**config.mk**
```make
export PLATFORM = sky130hd
export DESIGN_NAME = mem_arbiter
export DESIGN_NICKNAME = d
export VERILOG_FILES = /design/src/rtl/mem_arbiter.sv
export SDC_FILE = /design/constraint.sdc
export NUM_CORES = 1
export LEC_CHECK = 0
export BUFFER_PORTS_ARGS = -buffer_cell sky130_fd_sc_hd__buf_2
export CAP_MARGIN = 0
export CORE_AREA = 2 2 108 110
export CTS_BUF_LIST = sky130_fd_sc_hd__clkbuf_8
export DETAILED_ROUTE_END_ITERATION = 12
export DIE_AREA = 0 0 110 112
export HOLD_SLACK_MARGIN = 0.02
export PLACE_DENSITY_LB_ADDON = 0.12
export SLEW_MARGIN = 20
export SYNTH_ARGS = -nofsm -noshare
export SYNTH_HDL_FRONTEND = slang
export SYNTH_SLANG_ARGS = --single-unit
```
**constraint.sdc**
```tcl
create_clock -name clk -period 2.8 [get_ports clk]
set_input_delay 0.14 -clock clk [delete_from_list [all_inputs] [get_ports clk]]
set_output_delay 0.14 -clock clk [all_outputs]
set_load 0.02 [all_outputs]
```
**src/rtl/mem_arbiter.sv**
```systemverilog
// mem_arbiter: shares one unified memory port between the instruction fetch
// stage and the memory (load/store) stage. A three-state FSM grants one
// requester at a time, holds the latched access for MEM_LATENCY cycles and
// alternates between requesters when both ask at once.
module mem_arbiter #(
  parameter int ADDRESS_WIDTH = 32,
  parameter int DATA_WIDTH    = 32,
  parameter int MEM_LATENCY   = 2
) (
  input  logic                      clk,
  input  logic                      rst_n,
  input  logic                      if_req,
  input  logic [ADDRESS_WIDTH-1:0]  if_addr,
  output logic [DATA_WIDTH-1:0]     if_rdata,
  output logic                      if_ready,
  input  logic                      d_req,
  input  logic                      d_we,
  input  logic [ADDRESS_WIDTH-1:0]  d_addr,
  input  logic [DATA_WIDTH-1:0]     d_wdata,
  input  logic [DATA_WIDTH/8-1:0]   d_be,
  output logic [DATA_WIDTH-1:0]     d_rdata,
  output logic                      d_ready,
  output logic                      mem_en,
  output logic                      mem_we,
  output logic [ADDRESS_WIDTH-1:0]  mem_addr,
  output logic [DATA_WIDTH-1:0]     mem_wdata,
  output logic [DATA_WIDTH/8-1:0]   mem_be,
  input  logic [DATA_WIDTH-1:0]     mem_rdata,
  output logic                      stall_f,
  output logic                      stall_m
);

  localparam int BE_WIDTH = DATA_WIDTH / 8;
  localparam logic [3:0] LOAD_COUNT = 4'(MEM_LATENCY - 1);

  typedef enum logic [1:0] {
    IDLE  = 2'd0,
    FETCH = 2'd1,
    DATA  = 2'd2
  } state_t;

  state_t                     state;
  state_t                     last_grant;
  logic [3:0]                 count;
  logic [ADDRESS_WIDTH-1:0]   lat_addr;
  logic                       lat_we;
  logic [DATA_WIDTH-1:0]      lat_wdata;
  logic [BE_WIDTH-1:0]        lat_be;

  logic                       busy;
  logic                       done;

  // Grant/serve FSM: arbitration in IDLE, latency countdown while serving.
  always_ff @(posedge clk) begin
    if (!rst_n) begin
      state      <= IDLE;
      last_grant <= FETCH;
      count      <= 4'd0;
      lat_addr   <= '0;
      lat_we     <= 1'b0;
      lat_wdata  <= '0;
      lat_be     <= '0;
    end else begin
      case (state)
        IDLE: begin
          // Data wins when alone, or on conflict when fetch was served last.
          if (d_req && (!if_req || (last_grant == FETCH))) begin
            state      <= DATA;
            last_grant <= DATA;
            count      <= LOAD_COUNT;
            lat_addr   <= d_addr;
            lat_we     <= d_we;
            lat_wdata  <= d_wdata;
            lat_be     <= d_be;
          end else if (if_req) begin
            state      <= FETCH;
            last_grant <= FETCH;
            count      <= LOAD_COUNT;
            lat_addr   <= if_addr;
            lat_we     <= 1'b0;
            lat_wdata  <= '0;
            lat_be     <= '1;
          end else begin
            state <= IDLE;
          end
        end
        FETCH, DATA: begin
          if (count == 4'd0) begin
            state <= IDLE;
          end else begin
            count <= count - 4'd1;
          end
        end
        default: begin
          state <= IDLE;
          count <= 4'd0;
        end
      endcase
    end
  end

  // Memory port, ready/rdata and stall outputs; forced to zero while in reset
  // so an access cut short by reset never shows a ready pulse.
  always_comb begin
    busy      = 1'b0;
    done      = 1'b0;
    mem_en    = 1'b0;
    mem_we    = 1'b0;
    mem_addr  = '0;
    mem_wdata = '0;
    mem_be    = '0;
    if_ready  = 1'b0;
    if_rdata  = '0;
    d_ready   = 1'b0;
    d_rdata   = '0;
    stall_f   = 1'b0;
    stall_m   = 1'b0;
    if (rst_n) begin
      busy = (state == FETCH) || (state == DATA);
      done = busy && (count == 4'd0);
      if (busy) begin
        mem_en    = 1'b1;
        mem_we    = lat_we;
        mem_addr  = lat_addr;
        mem_wdata = lat_wdata;
        mem_be    = lat_be;
      end else begin
        mem_en = 1'b0;
      end
      if (done && (state == FETCH)) begin
        if_ready = 1'b1;
        if_rdata = mem_rdata;
      end else begin
        if_ready = 1'b0;
      end
      if (done && (state == DATA)) begin
        d_ready = 1'b1;
        d_rdata = mem_rdata;
      end else begin
        d_ready = 1'b0;
      end
      stall_f = if_req && !if_ready;
      stall_m = d_req && !d_ready;
    end else begin
      busy = 1'b0;
    end
  end

endmodule

```
==> flow_results.org <==
** Outcome
- Result of the run :: complete, no violations

** GRT
- Number of antenna violations at the first check in global routing :: 2
- Entering global routing, the biggest net connects 85 pins.
- Final global-route overflow total :: 0
- The number of global-route vias before repair came to 4843.
- Total track usage :: approximately a quarter
- Global-route wire length before repair :: between 20 and 25 mm

** Placed design
- The number of placed instances, taps included, is ~900.
- Input/output buffers :: between 200 and 300
- Post-DP HPWL :: ~11 mm
- Gpl congestion :: between 0.7 and 0.8

** Worst setup path
- Walking the worst path, the cells encountered are inv_1 -> ha_2 -> and2_1 -> and3_2 -> and2_1 -> buf_2.
- STA classifies the critical path startpoint as a flop.
- The slowest stage of the critical path belongs to the cell sky130_fd_sc_hd__ha_2.
- At the worst endpoint, the arrival time is around 2.4 ns.
- Delay of the slowest cell on the worst path :: 0.51 ns
- The cell family contributing the most delay on the critical path is simple AND/OR/NAND/NOR gates.
- The most numerous cell type found on the critical path is sky130_fd_sc_hd__and2_1.
- Data required time of the worst path :: 2.66 ns
- Worst Path Buf+Inv :: 2
- Critical path endpoint category :: output port
- Largest fanout of any net on the critical path :: 33
- The setup path with the least slack is of type reg2out.

** CTS
- Worst-skew pair later-pin latency :: around 0.35 ns
- Clock input transition at the sequential cells of the worst setup and hold paths :: approximately 0.090 ns
- CTS Root Buffer Type :: sky130_fd_sc_hd__clkbuf_8
- Once the clock tree was built, the setup fixing pass inserted 0 buffers.
- The clock net in this run drives a total of 77 sinks.
- Number of H-tree levels :: 3
- TritonCTS built the clock tree.
- The longest clock path from root to sink contains 2 buffers.
- In this run, CTS created clock tree buffers numbering 9.

** STA
- RSZ-0062 raised after global routing :: no
- Number of max-slew violations in the final report :: 0
- Final setup violation count :: 0
- For the pin with the worst max-slew slack, the measured transition is between 0.9 and 1 ns.
- Worst hold margin :: 0.0421 ns
- Clock skew on the completed layout was measured at ~0.01 ns.
- Max Freq :: around 400 MHz
- Minimum clock period after layout :: 2.52 ns
- In the final timing run, aggregate negative setup slack is 0 ns.
- The count of final hold-check violations was 0.
- Slew headroom :: between 30% and 40%
- Dividing the final minimum period by the clock period gives between 80% and 90%.

** Detailed routing
- Dividing the detail-routed wire length by the instance count gives approximately 17 um.
- Residual DRC :: 0
- The count of nets left with antenna violations once routing finished came out at 0.
- Number of detailed-route iterations in the first pass :: 4
- Vias per cell :: 5.53
- Number of DRC markers in iteration 0 :: 241
- The routed design has 16.1 mm of wire.
- The routed layout has ~5200 vias.

** Layout
- Cells fill 55.2% of the core in the end.
- The layout has around 1100 filler cells.
- Synth-to-layout area growth :: 41.0%
- In the final layout, the share of cells above drive strength 1 is around 40%.
- Number of nets in the finished design :: between 900 and 1000
- Leaving out filler cells and counting taps, the final layout contains roughly 940.

** Pwr
- Power per unit of standard cell area :: ~600 mW/mm^2
- VDD sags by at most 0.000377 V.
- Power comes to 3680 uW.
- Leak :: 0.00321 uW

** Synth
- The Yosys step of the flow raised 0 warnings.
- After synthesis, the mean cell area works out to just over 8 um^2.
- sky130_fd_sc_hd__dfxtp_1 takes more of the synthesized area than any other cell.
- When the netlist entered floorplanning its net count stood at around 700.
- Leading post-synthesis cells by instance count :: sky130_fd_sc_hd__dfxtp_1 (77), sky130_fd_sc_hd__and3_1 (71), sky130_fd_sc_hd__and2_1 (65)
- After synthesis, the largest area contributor takes up between 30% and 40% of total cell area.
- The synthesized design contains 0 enable-type register cells.
- In the synthesized netlist the dominant register cell turns out to be sky130_fd_sc_hd__dfxtp_1.
- In the post-synthesis netlist, the biggest area contributors are sky130_fd_sc_hd__dfxtp_1 (35%), sky130_fd_sc_hd__and3_1 (10%), sky130_fd_sc_hd__and2_1 (9.3%), sky130_fd_sc_hd__a2111oi_0 (6.4%), sky130_fd_sc_hd__a211oi_1 (5.8%).
- Share of synthesized area occupied by flip-flops and latches :: a little over a third
- The synthesized netlist occupies a cell area of approximately 0.0044 mm^2.
- In the synthesized netlist the async set-or-reset flop fraction comes to 0%.
- Yosys instantiated no cell more often than sky130_fd_sc_hd__dfxtp_1.
- #FFs+latches synth :: 77
- Synth cell types :: 37
- Synthesized instance count :: ~540

** Min path
- Worst Hold Class :: in2reg

** Floorplan
- Cell row count :: 39
- Measured along the y axis, the die boundary spans about 110 um.
- Placeable core region :: around 0.011 mm^2
- Die footprint :: roughly 0.012 mm^2
- From left edge to right edge, the die measures around 110 um.
- The initial utilization of the core area, before any placement, comes to around two fifths.
- For this design the top-level I/O count stands at ~280.

** Flow run
- Max-Cap Viols :: 0
## layer usage
layer  wire, um  global-route usage [%]
met5          0                       0
met2       8240                    43.6
met3       1110                    4.10
met1       6320                    29.2
met4        406                    10.9
## layout by cell type (no fill, tap or decap), types with 9 or more instances in the layout
cell,n
sky130_fd_sc_hd__o21ai_0,31
sky130_fd_sc_hd__a2111oi_0,32
sky130_fd_sc_hd__buf_2,274
sky130_fd_sc_hd__nor2_1,35
sky130_fd_sc_hd__nand2_1,24
sky130_fd_sc_hd__buf_4,12
sky130_fd_sc_hd__a211oi_1,34
sky130_fd_sc_hd__and2_1,65
sky130_fd_sc_hd__and3_1,69
sky130_fd_sc_hd__a21oi_1,27
sky130_fd_sc_hd__dlygate4sd3_1,12
sky130_fd_sc_hd__dfxtp_1,77
sky130_fd_sc_hd__a22o_1,12
sky130_fd_sc_hd__clkbuf_8,9
sky130_fd_sc_hd__o2111ai_1,21
## flip-flops by register name, indices dropped and copies added, names as in the netlist
name and flops:
count 4, lat_addr 32, lat_wdata 32, last_grant 2, lat_we 1, state 2, lat_be 4
## path summary, 6_finish.rpt
kind | slack [ns] | from | cells past startpoint | endpoint
setup / recovery | 0.28 | state[0] | 6 | if_rdata[1]
hold / removal | 0.04 | d_be[2] | 2 | lat_be[2]
hold reg to reg | 0.45 | lat_wdata[14] | 2 | lat_wdata[14]
setup reg to reg | 0.52 | state[0] | 6 | count[3]
## cells by family after synthesis
| group | after synthesis | synth area share (%) |
|---|---|---|
| simple gates | 213 | 27.8 |
| mux | 1 | 0.258 |
| fa+ha+maj | 6 | 1.72 |
| flops | 77 | 35.3 |
| buf+inv | 73 | 6.61 |
| compound gates | 173 | 28.3 |
## through the flow
stage / setup WS (ns) / area, um^2
final: 0.284 / 6160
after global routing: 0.0762 / 6160
after CTS: 0.0147 / 6160
after detailed placement: 0.371 / 5810
after global placement: 0.558 / 5810
after floorplan: 0.756 / 4370
## report_power, final
group | internal [uW] | leakage [uW] | total, uW | switching (uW)
clock | 507 | 0.000110 | 956 | 450
sequential | 1280 | 0.000636 | 1370 | 87.9
combinational | 498 | 0.00247 | 1360 | 862
## repair_timing
item,in CTS,in global routing
hold buffers,12,0
endpoints found under the hold margin,12,0
setup endpoints to repair,12,33
gates resized for setup,1,1
## cell type report
type,count,area [um^2],area share [%]
multi-input cells,393,2570,41.7
repair buffers,300,1620,26.3
flip-flops and latches,77,1540,25.0
well taps,143,179,2.90
clock buffers,9,124,2.01
clock inverters,7,98.8,1.60
inverters,7,26.3,0.426
diodes,2,5.00,0.0812
Power figures use the tool's default switching activity.
